==> src/rtl/mem_stage.sv <==
// -----------------------------------------------------------------------------
// mem_stage
//   Memory-access stage of the 16-bit pipeline. It takes instructions from the
//   EX/MEM register and hands results to the MEM/WB register.
//
//   - Non-memory instructions complete in one cycle and the stage stays IDLE.
//   - A load or store starts a req/ready transaction with data memory. While
//     the transaction is outstanding the FSM is in BUSY and stall is high.
//   - A store always wins over a load when both mem_read and mem_write are set.
//
//   Optional feature, macro MEM_TIMEOUT_EN:
//     When it is defined, an 8-bit wait counter limits the time spent in BUSY
//     to TIMEOUT cycles. If no ready arrives in that time, the op is retired
//     with wb_data=0 and wb_reg_write=0, and mem_fault pulses for one cycle.
//     When it is undefined, there is no counter and no mem_fault port, and
//     BUSY waits for dmem_ready indefinitely.
// -----------------------------------------------------------------------------
module mem_stage #(
    parameter int DATA_W  = 16,
    parameter int RD_W    = 16,
    parameter int TIMEOUT = 255
) (
    input  logic              clk,
    input  logic              reset,

    input  logic              ex_valid,
    input  logic              ex_reg_write,
    input  logic              ex_reg_store,
    input  logic              ex_mem_read,
    input  logic              ex_mem_write,
    input  logic [DATA_W-1:0] ex_alu_result,
    input  logic [DATA_W-1:0] ex_3rd_arg,
    input  logic [RD_W-1:0]   ex_rd,

    output logic              stall,

    output logic              dmem_req,
    output logic              dmem_we,
    output logic [DATA_W-1:0] dmem_addr,
    output logic [DATA_W-1:0] dmem_wdata,
    input  logic              dmem_ready,
    input  logic [DATA_W-1:0] dmem_rdata,

    output logic              wb_valid,
    output logic              wb_reg_write,
    output logic              wb_reg_store,
    output logic [DATA_W-1:0] wb_data,
    output logic [RD_W-1:0]   wb_rd
`ifdef MEM_TIMEOUT_EN
    ,
    output logic              mem_fault
`endif
);

    // The wait counter is 8 bits wide, so TIMEOUT must fit in 1..255.
    if (TIMEOUT < 1 || TIMEOUT > 255) begin : g_bad_timeout
        $error("mem_stage: TIMEOUT must be in 1..255");
    end

    typedef enum logic {
        IDLE = 1'b0,
        BUSY = 1'b1
    } state_t;

    state_t state;
    state_t state_nxt;

    // Control fields of the memory op in flight. The address and the store
    // flag are already held on dmem_addr and dmem_we, so they are not copied.
    logic            cap_reg_write;
    logic            cap_reg_store;
    logic [RD_W-1:0] cap_rd;

    logic accept;
    logic is_mem_op;
    logic done_ok;
    logic done_fault;

`ifdef MEM_TIMEOUT_EN
    logic [7:0] wait_cnt;
`endif

    assign accept    = (state == IDLE) && ex_valid;
    assign is_mem_op = ex_mem_read | ex_mem_write;
    assign done_ok   = (state == BUSY) && dmem_ready;
    assign stall     = (state == BUSY);

`ifdef MEM_TIMEOUT_EN
    // The fault fires at the end of BUSY cycle number TIMEOUT, when the
    // counter would reach TIMEOUT. A ready in that same cycle still wins.
    assign done_fault = (state == BUSY) && !dmem_ready
                        && (wait_cnt == 8'(TIMEOUT - 1));
`else
    assign done_fault = 1'b0;
`endif

    // State register.
    always_ff @(posedge clk) begin
        // NOTE: sequential state is updated with <= so every flop samples the
        // pre-edge values no matter what order the always blocks run in.
        if (reset) begin
            state <= IDLE;
        end else begin
            state <= state_nxt;
        end
    end

    // Next-state logic: enter BUSY on a memory op, leave on ready or fault.
    always_comb begin
        // NOTE: assign a default first so every path drives state_nxt and no
        // latch is inferred.
        state_nxt = state;
        case (state)
            IDLE:    if (accept && is_mem_op)   state_nxt = BUSY;
            BUSY:    if (done_ok || done_fault) state_nxt = IDLE;
            default: state_nxt = IDLE;
        endcase
    end

    // Memory interface, captured controls and write-back outputs.
    always_ff @(posedge clk) begin
        if (reset) begin
            // Outstanding transaction abandoned: request dropped, nothing retired.
            dmem_req      <= 1'b0;
            dmem_we       <= 1'b0;
            dmem_addr     <= '0;
            dmem_wdata    <= '0;
            cap_reg_write <= 1'b0;
            cap_reg_store <= 1'b0;
            cap_rd        <= '0;
            wb_valid      <= 1'b0;
            wb_reg_write  <= 1'b0;
            wb_reg_store  <= 1'b0;
            wb_data       <= '0;
            wb_rd         <= '0;
`ifdef MEM_TIMEOUT_EN
            wait_cnt      <= '0;
            mem_fault     <= 1'b0;
`endif
        end else begin
            // wb_valid and mem_fault are pulses. The other wb_* fields hold.
            wb_valid <= 1'b0;
`ifdef MEM_TIMEOUT_EN
            mem_fault <= 1'b0;
`endif
            case (state)
                IDLE: begin
                    if (accept) begin
                        if (is_mem_op) begin
                            dmem_req      <= 1'b1;
                            dmem_we       <= ex_mem_write;
                            dmem_addr     <= ex_alu_result;
                            dmem_wdata    <= ex_3rd_arg;
                            cap_reg_write <= ex_reg_write;
                            cap_reg_store <= ex_reg_store;
                            cap_rd        <= ex_rd;
`ifdef MEM_TIMEOUT_EN
                            wait_cnt      <= '0;
`endif
                        end else begin
                            wb_valid     <= 1'b1;
                            wb_data      <= ex_alu_result;
                            wb_reg_write <= ex_reg_write;
                            wb_reg_store <= ex_reg_store;
                            wb_rd        <= ex_rd;
                        end
                    end
                end
                BUSY: begin
                    if (done_ok) begin
                        dmem_req     <= 1'b0;
                        wb_valid     <= 1'b1;
                        wb_reg_store <= cap_reg_store;
                        wb_rd        <= cap_rd;
                        if (dmem_we) begin
                            // Stores retire the address and never write a register.
                            wb_data      <= dmem_addr;
                            wb_reg_write <= 1'b0;
                        end else begin
                            wb_data      <= dmem_rdata;
                            wb_reg_write <= cap_reg_write;
                        end
                    end
`ifdef MEM_TIMEOUT_EN
                    else if (done_fault) begin
                        dmem_req     <= 1'b0;
                        wb_valid     <= 1'b1;
                        wb_data      <= '0;
                        wb_reg_write <= 1'b0;
                        wb_reg_store <= cap_reg_store;
                        wb_rd        <= cap_rd;
                        mem_fault    <= 1'b1;
                    end else begin
                        wait_cnt <= wait_cnt + 8'd1;
                    end
`endif
                end
                default: ;
            endcase
        end
    end

endmodule

==> config.mk <==
export PLATFORM = sky130hd
export DESIGN_NAME = mem_stage
export DESIGN_NICKNAME = d
export VERILOG_FILES = /design/src/rtl/mem_stage.sv
export SDC_FILE = /design/constraint.sdc
export NUM_CORES = 1
export LEC_CHECK = 0
export ABC_AREA = 1
export CAP_MARGIN = 20
export CORE_MARGIN = 10
export CORE_UTILIZATION = 49
export CTS_CLUSTER_SIZE = 16
export DETAILED_ROUTE_END_ITERATION = 12
export PLACE_DENSITY = 0.86
export REMOVE_ABC_BUFFERS = 1
export SYNTH_ARGS = -nofsm -noshare
export SYNTH_HDL_FRONTEND = slang
export SYNTH_SLANG_ARGS = --single-unit
==> constraint.sdc <==
create_clock -name clk -period 2.17 [get_ports clk]
set_clock_uncertainty 0.2 [all_clocks]
set_input_delay 0.434 -clock clk [delete_from_list [all_inputs] [get_ports clk]]
set_output_delay 0.434 -clock clk [all_outputs]
set_load 0.01 [all_outputs]
# Yosys cells after proc, flatten, opt, wreduce, memory -nomap -nowiden
# Cells that the tools add are included.
# classes
eq_ne,4
muxes,29
n_bitwise,2
n_reduce_logical,6
# ops
operator,n
16-bit two-way mux,7
16-bit case mux with 2 select lines,2
1-bit two-way mux,15
1-bit case mux with 2 select lines,5
3-bit AND reduction,3
"2-bit inequality test, second input constant",3
1-bit logical AND,3
"2-bit by 1-bit inequality test with 1-bit output, second input constant",1
1-bit NOT,1
1-bit OR,1
# totals
register_bits,88
inputBits,72
out_inout_bits,70

# Logic depth before layout (Yosys ltp)
# Gate-level depths: netlist of the first run.
# logic_depth
depth_word,5
ltp_mapped,8
ltp_nobuf,6

# Least setup slack after synthesis of the first run
# No wires, ideal clock.
# synth_path
kind,input to register
startpoint,input ex_valid
endpoint,register cap_rd[0]
setup_ns,0.116
arrival_ns,1.064
path_slack_ns,0.791
cell_stages,6
n_path_buf,1
cell_sequence,inv_1 nor2_8 nand2_4 clkbuf_1 o21ai_0 nor2_1
# synth_between
elab_chain_len,2
# synth_lines
item,line,text
"start, declared",26,"input logic ex_valid,"
1-bit logical AND,83,assign accept = (state == IDLE) && ex_valid;
3-bit AND reduction (no source line),--,
"end signal, assigned",156,cap_rd <= ex_rd;
"end, declared",72,logic [RD_W-1:0] cap_rd;
# Every way passes these cells.
# A chain may end at the register's enable or synchronous reset.

# Worst setup path in the final report of the first run
# layout_path
startpoint,register dmem_addr[5]
endpoint,output dmem_addr[5]
# layout_lines
item,line,text
"start, declared",39,"output logic [DATA_W-1:0] dmem_addr,"
"start signal, assigned",152,dmem_addr <= ex_alu_result;
# No word-level cell between the ends.

==> results_dict.tcl, run 1 <==
set metrics [dict create \
    dp_hpwl_um 8600 \
    synthCells 634 \
    r2r_setup_slack_ns 0.42 \
    netlist_top_cells_area "dfxtp_1 43%, nor2_1 16%, nand2_1 14%, nand3_1 6.3%, inv_1 6.3%" \
    antennaDiodeCount 0 \
    ir_drop_v 0.000376 \
    cts.clk_slew.worst_paths_ns 0.09 \
    timing.rr.start "stall" \
    fin_crit_sh_pct 88.6 \
    ctsHoldBuffers 0 \
    finalMaxSlewViolations 0 \
    p_switching_mw 1.15 \
    critPathLaunch "dmem_addr[5]" \
    hold_ws_ns 0.292 \
    regArea_um2 1760 \
    num_rows 33 \
    path_buf_inv 1 \
    pwr-share-clk_pct 26.8 \
    io_pins 142 \
    wl_per_cell_um 13.9 \
    syn-cell-area_um2 4070 \
    top_layer_used "met4" \
    grt_first_pass_wirelength_um 20000 \
    crit_type "reg -> out" \
    slew_headroom_pct 57.2 \
    setup_viol 0 \
    die_y_um 111 \
    fillers 681 \
    drt_iter0_drc 185 \
    clockRootBuffer "clkbuf_8" \
    postCtsSetupBuffers 0 \
    core_area_um2 8130 \
    layout.nets 833 \
    vias_per_cell 4.86 \
    cts-buffers-inserted 9 \
    cts_tree "built" \
    avgSynthCellArea_um2 6.42 \
    tightest_slew_ns 0.640 \
    m1WireLength_um 4860 \
    io_buffer_count 141 \
    p_leak_nw 2.61 \
    ys_seq_area_share_pct 43.3 \
    crit_chain "clkdlybuf4s50_1" \
    start_util_pct 50.0 \
    fin_setup_tns_ns 0 \
    htree_levels 3 \
    synthToLayoutAreaGrowth_pct 39.8 \
    reg2reg_to "wb_data[2]" \
    grt_max_degree 52 \
    final-hold-violation-count 0 \
    power.share.switching_pct 30.3 \
    path_delay_family "buffers and inverters" \
    finalPower_mw 3.80 \
    clock_latency_ns 0.35 \
    crit_cells 1 \
    drt.antenna.violating_nets 0 \
    drive_above_1_share_pct 5.35 \
    cts_buffer_depth 2 \
    fmax_mhz 520 \
    cp.required_ns 1.54 \
    numClockSinks 88 \
    first_global_vias 4157 \
    dieArea_um2 12400 \
    synth_cell_types 20 \
    gp_congestion 0.752 \
    critical-path-max-stage-delay_ns 0.57 \
    yosys_warnings 0 \
    r2r_cells 7 \
    utilization_pct 70.0 \
    worstPathMaxFanout 3 \
    cts_resized 0 \
    power_density_nw_per_um2 668 \
    maxCapViolCount 0 \
    status "finished clean" \
    hp-class "reg -> reg" \
    grt-ovfl-total 0 \
    setup.worst_path.end "dmem_addr[5]" \
    ys_seq_elements 88 \
    wl_met2_um 5900 \
    startpoint_type "flip-flop" \
    async_reset_ff_share_pct 0 \
    min_period_ns 1.92 \
    p_seq_share_pct 48.2 \
    drt_first_pass_iters 5 \
    yosys-top-cells-count "172 x nor2_1, 154 x nand2_1, 88 x dfxtp_1" \
    wl_met3_um 1210 \
    hold_path_depth 2 \
    arrival_ns 1.29 \
    p_int_mw 2.65 \
    antenna_found_initial 0 \
    die_width_um 111 \
    vias 4232 \
    grt.total_usage_pct 19.1 \
    rsz0062_at_grt "no" \
    crit_path_end_kind "primary output" \
    drc 0 \
    wl_um 12100 \
    synth_edf_count 0 \
    synth.most_common_cell "nor2_1" \
    share_comb_of_total_power_pct 25.0 \
    yosysTopAreaCell "dfxtp_1" \
    cp_slowest_cell "clkdlybuf4s50_1" \
    synth_ff_type "dfxtp_1" \
    multiInputGateArea_um2 1820 \
    yosysTopAreaCellShare_pct 43.3 \
]
## layer usage
metal	vias up	GRT usage (%)
met5	-	0
met4	0	5.31
met3	13	7.31
met2	144	33.4
met1	1913	20.9
li1	2162	-
## worst min-delay path: stages (launching register included)
cell	delay, ns
dfxtp_1	0.33
nor2_1	0.05
nor2_1	0.08
## cell usage in the layout (no fill, tap or decap)
cell	n
nand2_2	1
nand2_4	2
clkdlybuf4s50_1	141
a21oi_4	1
clkbuf_1	1
clkinv_4	1
nor2_8	1
dfxtp_1	87
inv_2	6
buf_12	2
o21ai_0	44
clkbuf_8	9
dfxtp_2	1
o21ai_1	6
nor2_4	1
a21oi_1	2
nand3_1	51
nor2_1	172
inv_1	67
nand2_1	154
clkinvlp_4	5
buf_4	11
## state kept, by name, indices dropped and copies added, names as in the netlist
| signal | flops |
|---|---|
| wb_reg_write | 1 |
| dmem_wdata | 16 |
| stall | 1 |
| dmem_we | 1 |
| wb_reg_store | 1 |
| dmem_addr | 16 |
| dmem_req | 1 |
| wb_rd | 16 |
| cap_rd | 16 |
| cap_reg_write | 1 |
| cap_reg_store | 1 |
| wb_valid | 1 |
| wb_data | 16 |
## cell families (layout without fill, tap and decap cells)
| group | Yosys count | count (layout) | synth area share (%) |
|---|---|---|---|
| DFF | 88 | 88 | 43.3 |
| AOI/OAI and AO/OA | 53 | 53 | 6.79 |
| buffers and inverters | 111 | 243 | 12.1 |
| and+or+nand+nor | 382 | 382 | 37.8 |
## power by group through the flow
stage / clock network (mW) / logic (mW) / registers, mW
final: 1.02 / 0.952 / 1.83
after global routing: 1.10 / 1.06 / 1.85
after CTS: 1.04 / 0.963 / 1.83
after detailed placement: 0 / 0.956 / 1.87
after global placement: 0 / 0.928 / 1.86
after floorplan: 0 / 0.386 / 1.93
## final cells by class
type,instances,area share [%]
flip-flops and latches,88,31.0
repair buffers,154,27.0
inverters,73,4.81
clock inverters,6,0.813
clock buffers,10,2.24
well taps,105,2.31
multi-input cells,435,31.9
## how the worst min path moves through the flow
| stage | slack [ns] | from | end |
|---|---|---|---|
| final | 0.29 | cap_rd[8] | cap_rd[8] |
| after global routing | 0.32 | dmem_wdata[14] | dmem_wdata[14] |
| after CTS | 0.29 | dmem_req | dmem_req |
| after detailed placement | 0.28 | cap_rd[6] | cap_rd[6] |
| after global placement | 0.26 | cap_rd[10] | cap_rd[10] |
| after floorplan | 0.25 | cap_rd[0] | cap_rd[0] |
## metrics by stage
stage / worst slack [ns] / std cells / cell area, um^2
6_report: 0.247 / 871 / 5690
5_1_grt: 0.191 / 871 / 5690
4_1_cts: 0.219 / 871 / 5690
3_5_place_dp: 0.105 / 855 / 5520
3_3_place_gp: 0.203 / 855 / 5520
2_1_floorplan: -0.123 / 596 / 3850
(Power assumes the default switching activity.)
==> run 2, diff against run 1 <==
- CORE_MARGIN: 10 -> unset
==> run 2 against run 1 <==
  * Design area is 1.2% higher
  * Utilization is 3.0 points higher
  * Count of clock-buffer cells in the layout unchanged
  * Hold slack worse by 0.0092 ns
  * Combinational power hardly changed
  * Largest cell class unchanged
  * Clock power grew 15%
  * Power grew 4.0%
  * Worst setup slack about the same
  * Fmax hardly changed
  * Die area decreased by 30%
  * Sequential share of layout area decreased by 0.36 points
  * Critical path depth stayed put
==> results_dict.tcl, run 2 (same netlist as run 1, synthesis figures left out) <==
set metrics [dict create \
    status "finished clean" \
    wl_per_cell_um 12.4 \
    critical-path-max-stage-delay_ns 0.57 \
    fin_crit_sh_pct 88.6 \
    regArea_um2 1760 \
    dp_cells 852 \
    cts.clk_slew.worst_paths_ns 0.09 \
    drive_above_1_share_pct 5.48 \
    grt_first_pass_wirelength_um 18000 \
    hp-class "reg -> reg" \
    wl_met2_um 5220 \
    top_layer_used "met4" \
    synthToLayoutAreaGrowth_pct 41.5 \
    layout.nets 833 \
    final-hold-violation-count 0 \
    antenna_found_initial 0 \
    num_rows 32 \
    fin_setup_tns_ns 0 \
    cts_tree "built" \
    hold_ws_ns 0.283 \
    cp.required_ns 1.54 \
    fillers 639 \
    cts_resized 0 \
    setup_slack_ns 0.246 \
    maxCapViolCount 0 \
    min_period_ns 1.92 \
    wl_um 10800 \
    ir_drop_v 0.000427 \
    startpoint_type "flip-flop" \
    drt_iter0_drc 154 \
    antennaDiodeCount 0 \
    finalPower_mw 3.95 \
    first_global_vias 4027 \
    postCtsSetupBuffers 0 \
    multiInputGateArea_um2 1820 \
    cts-buffers-inserted 9 \
    grt.total_usage_pct 25.7 \
    die_y_um 93.1 \
    drt.antenna.violating_nets 0 \
    slew_headroom_pct 57.6 \
    cp_slowest_cell "clkdlybuf4s50_1" \
    setup_viol 0 \
    rsz0062_at_grt "no" \
    htree_levels 3 \
    ctsHoldBuffers 0 \
    worstPathMaxFanout 3 \
    grt-ovfl-total 0 \
    fmax_mhz 520 \
    die_width_um 93.1 \
    cts_buffer_depth 2 \
    vias_per_cell 4.86 \
    dp_hpwl_um 7350 \
    tightest_slew_ns 0.635 \
    finalMaxSlewViolations 0 \
    wl_met3_um 841 \
    io_buffer_count 141 \
    clockRootBuffer "clkbuf_8" \
    crit_type "reg -> out" \
    dieArea_um2 8680 \
    crit_path_end_kind "primary output" \
    p_leak_nw 2.64 \
    start_util_pct 51.6 \
    vias 4221 \
    path_delay_family "buffers and inverters" \
    final_cell_mix "172 x nor2_1, 154 x nand2_1, 141 x clkdlybuf4s50_1, 87 x dfxtp_1, 67 x inv_1" \
    io_pins 142 \
    numClockSinks 88 \
    clock_latency_ns 0.35 \
    arrival_ns 1.29 \
    drt_first_pass_iters 5 \
    gp_congestion 0.783 \
    drc 0 \
    dp_slack_ns 0.0642 \
    final_common_cell "nor2_1" \
    m1WireLength_um 4510 \
    fin_cells 868 \
    power_density_nw_per_um2 687 \
    core_area_um2 7890 \
    path_buf_inv 1 \
    crit_chain "clkdlybuf4s50_1" \
    grt_max_degree 52 \
]
-- run 2: worst paths after layout --
kind	start	end	slack (ns)	cells past startpoint
max reg2reg	stall	cap_rd[4]	0.45	7
min	dmem_req	dmem_req	0.28	2
max	dmem_addr[4]	dmem_addr[4]	0.25	1
min reg2reg	dmem_req	dmem_req	0.28	2
-- run 2: report_power, final --
part           switching (mW)  internal [mW]  leakage, nW  total [mW]
combinational           0.467          0.488         1.83       0.954
clock                   0.603          0.565       0.0907        1.17
sequential             0.0778           1.75        0.727        1.83
total                    1.15           2.81         2.64        3.95
-- run 2: area by class of cell --
cell class,count,area share [%]
timing repair buffer,154,27.3
multi-input combinational,435,31.5
clock buffer,10,2.39
sequential,88,30.6
clock inverter,6,1.20
inverter,73,4.76
tap,102,2.22
-- run 2: metal layers --
metal / GRT usage, % / vias up
li1: - / 2163
met1: 30.3 / 1881
met2: 44.8 / 153
met3: 6.26 / 24
met4: 10.0 / 0
met5: 0 / -
-- run 2: per-stage QoR --
stage / utilization [%] / instance area [um^2]
floorplan: - / 3850
global placement: 70.4 / 5550
detailed placement: 70.4 / 5550
CTS: 73.0 / 5760
global route: 73.0 / 5760
finish: 73.0 / 5760
-- run 2: tightest hold or removal path: stages (launching register included) --
cell and delay [ns]:
dfxtp_1 0.33, nand2_1 0.06, a21oi_1 0.06
==> run 3, diff against run 2 <==
- MAX_ROUTING_LAYER: unset -> met4
==> run 3 against run 2 <==
  * Hold slack barely moved
  * Via count fell by 0.36%
  * Worst setup slack barely moved
  * Largest cell class unchanged
  * Power barely moved
  * Utilization did not move
==> results_dict.tcl, run 3 (same netlist as run 1, synthesis figures left out) <==
set metrics [dict create \
    status "finished clean" \
    cts_resized 0 \
    dp_slack_ns 0.0642 \
    crit_path_end_kind "primary output" \
    share_comb_of_total_power_pct 24.1 \
    start_util_pct 51.6 \
    drt.antenna.violating_nets 0 \
    hold_path_depth 2 \
    p_int_mw 2.81 \
    fin_crit_sh_pct 88.6 \
    layout.nets 833 \
    maxCapViolCount 0 \
    crit_type "reg -> out" \
    tightest_slew_ns 0.633 \
    p_seq_share_pct 46.3 \
    first_global_vias 4024 \
    cp_slowest_cell "clkdlybuf4s50_1" \
    antenna_found_initial 0 \
    reg2reg_to "cap_rd[4]" \
    hold_start "dmem_req" \
    num_rows 32 \
    drt_first_pass_iters 5 \
    p_leak_nw 2.64 \
    finalMaxSlewViolations 0 \
    path_delay_family "buffers and inverters" \
    startpoint_type "flip-flop" \
    dp_hpwl_um 7350 \
    crit_chain "clkdlybuf4s50_1" \
    io_pins 142 \
    wl_per_cell_um 12.5 \
    path_buf_inv 1 \
    cp.required_ns 1.54 \
    fin_cells 868 \
    rsz0062_at_grt "no" \
    timing.rr.start "stall" \
    fmax_mhz 520 \
    die_width_um 93.1 \
    core_area_um2 7890 \
    hp-class "reg -> reg" \
    clock_latency_ns 0.35 \
    clockRootBuffer "clkbuf_8" \
    power_density_nw_per_um2 687 \
    final_common_cell "nor2_1" \
    final-hold-violation-count 0 \
    setup_viol 0 \
    r2r_cells 7 \
    holdPathEnd "dmem_req" \
    setup_slack_ns 0.247 \
    grt.total_usage_pct 26.4 \
    critPathLaunch "dmem_addr[4]" \
    numClockSinks 88 \
    p_switching_mw 1.15 \
    drt_iter0_drc 156 \
    grt-ovfl-total 0 \
    arrival_ns 1.29 \
    postCtsSetupBuffers 0 \
    fillers 639 \
    gp_congestion 0.794 \
    cts-buffers-inserted 9 \
    grt_first_pass_wirelength_um 18000 \
    dieArea_um2 8680 \
    grt_max_degree 52 \
    ir_drop_v 0.000428 \
    vias 4206 \
    multiInputGateArea_um2 1820 \
    io_buffer_count 141 \
    cts.clk_slew.worst_paths_ns 0.09 \
    vias_per_cell 4.85 \
    cts_tree "built" \
    synthToLayoutAreaGrowth_pct 41.5 \
    min_period_ns 1.92 \
    regArea_um2 1760 \
    cts_buffer_depth 2 \
    final_cell_mix "172 x nor2_1, 154 x nand2_1, 141 x clkdlybuf4s50_1, 87 x dfxtp_1, 67 x inv_1" \
    r2r_setup_slack_ns 0.46 \
    die_y_um 93.1 \
    critical-path-max-stage-delay_ns 0.57 \
    drc 0 \
    wl_um 10800 \
    antennaDiodeCount 0 \
    slew_headroom_pct 57.8 \
    htree_levels 3 \
    worstPathMaxFanout 3 \
    ctsHoldBuffers 0 \
    drive_above_1_share_pct 5.48 \
    power.share.switching_pct 29.0 \
    pwr-share-clk_pct 29.6 \
    dp_cells 852 \
]
## run 3: cell counts in the layout (fill, tap and decap cells not counted)
Identical to the previous run, type by type.
## run 3: power by group through the flow
stage,clock (mW),combinational [mW],sequential [mW]
CTS,1.18,0.961,1.83
global placement,0,0.927,1.86
finish,1.17,0.954,1.83
floorplan,0,0.386,1.93
global route,1.26,1.05,1.85
detailed placement,0,0.955,1.87
## run 3: how the worst max path moves through the flow
stage,depth (start not counted),endpoint,slack [ns]
detailed placement,8,dmem_wdata[1],0.06
floorplan,5,cap_rd[10],-0.12
global placement,8,stall,0.13
global route,1,dmem_addr[2],0.21
finish,1,dmem_addr[4],0.25
CTS,1,dmem_addr[4],0.24
## run 3: area by class of cell
type	instances	area share [%]
multi-input combinational	435	31.5
sequential	88	30.6
timing repair buffer	154	27.3
inverter	73	4.76
clock buffer	10	2.39
tap	102	2.22
clock inverter	6	1.20
## run 3: routing by layer
layer  global-route usage, %  share of wire (%)
met5                       -                  0
met3                    5.45                7.5
met4                    10.0                2.1
met1                    30.8                 42
met2                    44.8                 48
## run 3: worst reg2reg max path: stages, from the launching register on
cell	delay (ns)
dfxtp_2	0.34
buf_4	0.23
nor2_8	0.19
nand2_4	0.13
inv_2	0.10
buf_12	0.23
nor2_1	0.11
nor2_1	0.12
## run 3: metrics by stage
stage	cell area [um^2]	power (mW)	hold slack, ns	utilization [%]	setup TNS [ns]
3_5_place_dp	5550	2.82	0.271	70.4	0
3_3_place_gp	5550	2.79	0.257	70.4	0
2_1_floorplan	3850	2.31	0.255	-	-7.20
5_1_grt	5760	4.16	0.313	73.0	0
6_report	5760	3.95	0.282	73.0	0
4_1_cts	5760	3.97	0.283	73.0	0
